## config.mk

```make
export PLATFORM = sky130hd
export DESIGN_NAME = apb_master
export DESIGN_NICKNAME = d
export VERILOG_FILES = /design/src/rtl/apb_pkg.sv /design/src/rtl/apb_timeout_cnt.sv /design/src/rtl/apb_master.sv
export SDC_FILE = /design/constraint.sdc
export NUM_CORES = 1
export LEC_CHECK = 0
export CAP_MARGIN = 20
export CORE_MARGIN = 2
export CORE_UTILIZATION = 30
export CTS_CLUSTER_SIZE = 28
export DETAILED_ROUTE_END_ITERATION = 7
export GPL_ROUTABILITY_DRIVEN = 0
export PLACE_DENSITY = 0.65
export SYNTH_ARGS = -nofsm -noshare
export SYNTH_HDL_FRONTEND = slang
export SYNTH_HIERARCHICAL = 1
export SYNTH_SLANG_ARGS = --single-unit
```

## constraint.sdc

```tcl
create_clock -name _PCLK -period 1.15 [get_ports _PCLK]
set_input_delay 0.115 -clock _PCLK [delete_from_list [all_inputs] [get_ports _PCLK]]
set_output_delay 0.115 -clock _PCLK [all_outputs]
set_load 0.01 [all_outputs]
```

## src/rtl/apb_pkg.sv

```systemverilog
// Shared APB master definitions: FSM state encoding
// and default bus widths.
package apb_pkg;

   localparam int APB_ADDR_WIDTH = 8;
   localparam int APB_DATA_WIDTH = 32;

   typedef enum logic [1:0] {
      IDLE   = 2'd0,
      SETUP  = 2'd1,
      ACCESS = 2'd2
   } apb_state_e;

endpackage

```

## src/rtl/apb_timeout_cnt.sv

```systemverilog
// Wait-state counter for the APB master ACCESS phase.
// Ports: clk, rst_n (sync, active-low), clr (restart),
//        inc (one wait cycle), expired (this wait is the LIMIT-th).
module apb_timeout_cnt #(
   parameter int LIMIT = 16
) (
   input  logic clk,
   input  logic rst_n,
   input  logic clr,
   input  logic inc,
   output logic expired
);

   localparam int CW = $clog2(LIMIT + 1);

   logic [CW-1:0] cnt;

   always_ff @(posedge clk) begin
      if (!rst_n || clr) begin
         cnt <= '0;
      end else if (inc) begin
         cnt <= cnt + CW'(1);
      end
   end

   // Fires during the wait cycle that brings the count to LIMIT,
   // so the abort lands on the following edge.
   assign expired = inc && (cnt == CW'(LIMIT - 1));

endmodule

```

## src/rtl/apb_master.sv

```systemverilog
// APB master: turns a valid/ready request into one APB transfer
// on slave 1 and returns a single-cycle response pulse.
// Ports: _PCLK, _PRESETn (sync, active-low); req_valid/req_ready,
//        req_write, req_addr, req_wdata; rsp_valid, rsp_rdata,
//        rsp_err; APB _PSEL1, _PENABLE, _PWRITE, _PADDR, _PWDATA,
//        _PRDATA, _PREADY, _PSLVERR.
// Option: APB_MASTER_TIMEOUT_EN aborts an ACCESS phase after
//         TIMEOUT_CYCLES wait states with rsp_err=1.
module apb_master
   import apb_pkg::*;
#(
   parameter int ADDR_WIDTH     = APB_ADDR_WIDTH,
   parameter int DATA_WIDTH     = APB_DATA_WIDTH,
   parameter int TIMEOUT_CYCLES = 16
) (
   input  logic                  _PCLK,
   input  logic                  _PRESETn,
   input  logic                  req_valid,
   output logic                  req_ready,
   input  logic                  req_write,
   input  logic [ADDR_WIDTH-1:0] req_addr,
   input  logic [DATA_WIDTH-1:0] req_wdata,
   output logic                  rsp_valid,
   output logic [DATA_WIDTH-1:0] rsp_rdata,
   output logic                  rsp_err,
   output logic                  _PSEL1,
   output logic                  _PENABLE,
   output logic                  _PWRITE,
   output logic [ADDR_WIDTH-1:0] _PADDR,
   output logic [DATA_WIDTH-1:0] _PWDATA,
   input  logic [DATA_WIDTH-1:0] _PRDATA,
   input  logic                  _PREADY,
   input  logic                  _PSLVERR
);

   if (TIMEOUT_CYCLES < 1) begin : g_cfg_chk
      $error("TIMEOUT_CYCLES must be at least 1");
   end

   apb_state_e state;
   logic       accept;
   logic       timeout;

   // Gated by reset so no request is taken while reset is held.
   assign req_ready = (state == IDLE) && _PRESETn;
   assign accept    = req_valid && req_ready;

`ifdef APB_MASTER_TIMEOUT_EN
   apb_timeout_cnt #(
      .LIMIT(TIMEOUT_CYCLES)
   ) u_timeout (
      .clk    (_PCLK),
      .rst_n  (_PRESETn),
      .clr    (accept),
      .inc    ((state == ACCESS) && !_PREADY),
      .expired(timeout)
   );
`else
   assign timeout = 1'b0;
`endif

   always_ff @(posedge _PCLK) begin
      if (!_PRESETn) begin
         state     <= IDLE;
         _PSEL1    <= 1'b0;
         _PENABLE  <= 1'b0;
         _PWRITE   <= 1'b0;
         _PADDR    <= '0;
         _PWDATA   <= '0;
         rsp_valid <= 1'b0;
         rsp_err   <= 1'b0;
         rsp_rdata <= '0;
      end else begin
         rsp_valid <= 1'b0;
         rsp_err   <= 1'b0;
         rsp_rdata <= '0;
         unique case (state)
            IDLE: begin
               if (accept) begin
                  state    <= SETUP;
                  _PSEL1   <= 1'b1;
                  _PENABLE <= 1'b0;
                  _PWRITE  <= req_write;
                  _PADDR   <= req_addr;
                  _PWDATA  <= req_wdata;
               end
            end
            SETUP: begin
               state    <= ACCESS;
               _PENABLE <= 1'b1;
            end
            ACCESS: begin
               if (_PREADY) begin
                  state     <= IDLE;
                  _PSEL1    <= 1'b0;
                  _PENABLE  <= 1'b0;
                  rsp_valid <= 1'b1;
                  rsp_err   <= _PSLVERR;
                  rsp_rdata <= _PWRITE ? '0 : _PRDATA;
               end else if (timeout) begin
                  state     <= IDLE;
                  _PSEL1    <= 1'b0;
                  _PENABLE  <= 1'b0;
                  rsp_valid <= 1'b1;
                  rsp_err   <= 1'b1;
               end
            end
            default: begin
               state    <= IDLE;
               _PSEL1   <= 1'b0;
               _PENABLE <= 1'b0;
            end
         endcase
      end
   end

endmodule
```

Word level (Yosys, flattened, before mapping)

Cells that the tools add are included.

Memories: 0
RAM bits: 0
Bits in latches: 0
Memory bits (read-only): 0
Input port bits: 78
Word-level logic and storage cells: 35
Flip-flop bits (word level): 79

Magnitude comparators: 0
Add/sub/neg operators: 0
Shift operators: 0
Multiplexer cells: 9
Multipliers: 0
Eq/ne operators: 4
Divide/modulo/power cells: 0
Reduce and logical (&&, ||, !) cells: 9
Bitwise gates (word level): 4

Operators by type and width:

| kind                                                | count |
|---|---|
| one-hot mux 1 bit (3 select lines)                  | 2 |
| one-hot mux 2 bit (3 select lines)                  | 1 |
| AND reduction 2 bit                                 | 3 |
| AND reduction 3 bit                                 | 2 |
| 2-to-1 mux 1 bit                                    | 4 |
| 2-to-1 mux 2 bit                                    | 2 |
| inequality test 2 bit, second input constant        | 2 |
| inverter 1 bit                                      | 4 |
| OR reduction 4 bit                                  | 1 |
| equality test 2 x 1 -> 1 bit, second input constant | 1 |
| equality test 2 bit, second input constant          | 1 |
| logical AND 1 bit                                   | 2 |
| logical NOT 2 bit                                   | 1 |

Depth between registers and ports, before layout

Word-level depth: 5
Gate-level depth with buffers: 5

Worst setup path before layout

Ideal clock, no wire load.

Path kind: reg2reg
From: register state[1]
To: register _PADDR[7]
Period minus slack after synthesis: 1.133 ns
Data arrival time: 1.061 ns
Stages on the path, launching flop included: 6
Data required time: 1.078 ns
Path slack: 0.017 ns
Buffers on the path: 3
Cell sequence: dfxtp_1 -> buf_6 -> nor3b_2 -> buf_6 -> buf_12 -> mux2i_1

Cells in the longest elaborated chain, start to end: 4

RTL lines:

| what                            | RTL line                           | source |
|---|---|---|
| start, declared                 | apb_master.sv:40                   | `apb_state_e state;` |
| start signal, assigned          | apb_master.sv:64                   | `state <= IDLE;` |
| start signal, assigned          | apb_master.sv:80                   | `state <= SETUP;` |
| start signal, assigned          | apb_master.sv:89                   | `state <= ACCESS;` |
| logical NOT 2 bit *             | apb_master.sv:45, apb_master.sv:77 |  |
| logical AND 1 bit               | apb_master.sv:45                   | `assign req_ready = (state == IDLE) && _PRESETn;` |
| logical AND 1 bit               | apb_master.sv:46                   | `assign accept = req_valid && req_ready;` |
| AND reduction 2 bit (no line) * | -                                  |  |
| end signal, assigned            | apb_master.sv:84                   | `_PADDR <= req_addr;` |
| end, declared                   | apb_master.sv:29                   | `output logic [ADDR_WIDTH-1:0] _PADDR,` |

Mark *: on every way between the ends. The rest lies on a longest branch, timed or not.
A chain may end at the register's enable or synchronous reset.

Worst setup path after layout

From: register state[0]
To: register _PWDATA[23]

Cells in the longest elaborated chain, start to end: 4

RTL lines:

| what                            | RTL line                           | source |
|---|---|---|
| logical NOT 2 bit *             | apb_master.sv:45, apb_master.sv:77 |  |
| logical AND 1 bit               | apb_master.sv:45                   |  |
| logical AND 1 bit               | apb_master.sv:46                   |  |
| AND reduction 2 bit (no line) * | -                                  |  |
| end signal, assigned            | apb_master.sv:85                   | `_PWDATA <= req_wdata;` |
| end, declared                   | apb_master.sv:30                   | `output logic [DATA_WIDTH-1:0] _PWDATA,` |

Marks and branches as above.

==> run summary <==
Synth area leaders: dfxtp_1, mux2i_1, nand2_1
Fin crit share: 113%
Maximum number of pins on one net before global-route repair: 60
Fin. max-slew vios: 0
Core Region: 9240 sq um
Mapped Nets: 350
Max_slew headroom: 66.6%
Max Freq: 769 MHz
Cell variety after synth: 20
Syn Std Cell Area: 2850 sq um
PwrDens: 1210 nW/um^2
R2R Setup Slk: -150 ps
Vias: 2473
GRT Util Overall: 14.8%
Layout Skew: 12.8 ps
Max-Cap Viols: 0
Total Nets Final: 517
Dpl ws: -322 ps
GR Overflow Total: 0
Reg2reg start: state[0]
Leak: 2.29 nW
Port bufs: 155
WL/cell: 13.8 um
Tightest Pin Transition: 502 ps
Sequential cell area fraction in the yosys report: 55.6%
Yosys top cell area share: 55.6%
Commonest non-fill, non-tap cell in the layout: nand2_1
Placed Cells: 546
Clk root buf: clkbuf_8
Commonest cells after routing, fill and taps aside: nand2_1, dfxtp_1, clkdlybuf4s50_1
FILL cells: 889
# rows: 35
Footprint of the multi-input gates: 1230 sq um
Final setup viols: 76
Layout area overhead: 74.0%
Critical Path Fanout Max: 5
Final Power: 0.00600 W
CP Capture Type: register
First-pass GRT wire length: 11900 um
RSZ-0062 raised after global routing: yes
Clk pwr share: 33.9%
Die width: 101 um
Initial Util: 30.8%
Total clock buffers created by CTS: 9
Die Footprint: 10300 sq um
CTS clock-pin slew for the worst setup and hold paths: 90 ps
Final design area excluding fillers: 4950 sq um
Post-CTS Hold Fix Bufs: 0
CTS tree: yes
Part of the power in combinational logic: 17.4%
Worst-Skew Late Latency: 340 ps
Worst Setup SP: state[0]
Layout cells sized above 1: 16.7%
ANT cells: 0
Power Internal: 0.00449 W
Post-Syn Instances: 272
Status: complete, but fails checks
Chip Height: 101 um
Vias in the first global route: 2494
Drt initial violations: 41
Hold path cells: 3
Fin crit period: 1300 ps
Hold crit path type: in2reg
Worst VDD drop: 0.512 mV
#FFs+latches synth: 79
Hpwl dp: 5150 um
Final hold vios: 0
ANT nets after route: 0
Drt first pass iters: 4
CP Data Arrival Time: 1570 ps
Worst setup SP type: register
Initial antenna violation count: 0
Failing checks: setup timing
R2r worst-path depth: 5
Synth warn: 6
Htree depth: 3
Sw frac: 25.1%
Final WL: 7900 um
Clk buf depth: 2
Post-Syn Area per Cell: 10.5 sq um
Critical path data required time: 1410 ps
NetSw: 0.00150 W
Sequential Power Share: 48.6%
Setup WS post-layout: -150 ps
DRC: 0
Register area: 1580 sq um
Worst hold path startpoint: _PRESETn
Synth area leader: dfxtp_1
Sink Count: 79
Crit path kind: reg2reg
Post-Layout Cell Count: 573
Area after DPL: 4510 sq um
IO Count: 156
Via density: 4.32
[power groups by stage]
stage,Sequential (W),Clock (W),Combinational [W]
2_1_floorplan,0.00304,0,0.000376
3_3_place_gp,0.00298,0,0.000968
3_5_place_dp,0.00299,0,0.000980
4_1_cts,0.00292,0.00211,0.00106
5_1_grt,0.00294,0.00222,0.00113
6_report,0.00292,0.00204,0.00104
[routing by layer]
layer	vias to the layer above	GRT usage [%]	routed length (um)
met5	-	0	0
met1	1134	17.0	3250
met4	0	6.24	133
met3	14	5.73	681
li1	1223	-	-
met2	102	24.6	3840
[stage by stage]
stage	util (%)	setup TNS [ps]	hold slack, ps
global placement	48.9	-15080	441
global route	53.6	-11650	224
detailed placement	48.9	-16500	447
finish	53.6	-7310	227
CTS	53.0	-8250	212
floorplan	-	0	227
[Yosys cell counts, drive strengths merged]
library cell / number
nand4b: 1
nand2: 82
o21ai: 1
inv: 2
and2b: 1
mux2i: 41
nor2: 1
a32o: 1
clkbuf: 8
dfxtp: 79
nor4bb: 1
o21a: 1
o31a: 1
nor3b: 36
buf: 15
and2: 1
[critical path, stage by stage (launching register included)]
cell and delay [ps]:
dfxtp_2 340, buf_6 120, nor3b_4 230, buf_6 190
clkbuf_16 160, mux2i_1 180
[worst paths after layout]
check | endpoint
min reg2reg | _PWDATA[26]
max reg2reg | _PWDATA[23]
min | _PENABLE
max | _PWDATA[23]
[flip-flops by register name, summed over array words and instances (netlist names)]
| register | flops |
|---|---|
| state | 2 |
| _PADDR | 8 |
| rsp_valid | 1 |
| _PWRITE | 1 |
| _PWDATA | 32 |
| rsp_err | 1 |
| _PSEL1 | 1 |
| rsp_rdata | 32 |
| _PENABLE | 1 |
[logic make-up (layout without fill, tap and decap cells)]
logic type	Yosys count	after routing	share of synthesized area [%]
flip-flops	79	79	55.6
buffers and inverters	25	197	6.60
AO/OA/AOI/OAI	4	4	1.10
multiplexers	41	41	14.4
AND/OR/NAND/NOR	123	123	22.3
[final cells by class]
cell class	count	area share, %
clock inverters	7	1.44
flip-flops and latches	79	32.0
inverters	2	0.152
multi-input cells	168	24.8
clock buffers	9	2.50
repair buffers	179	35.9
well taps	129	3.26
[what timing repair did]
action	4_1_cts	5_1_grt
buffers inserted	8	1
setup endpoints to repair	126	79
pin swaps	8	7
gates resized for setup	108	19
gates cloned	4	3
endpoints found under the hold margin	0	0
No activity file was read; power rests on OpenSTA's default activity.
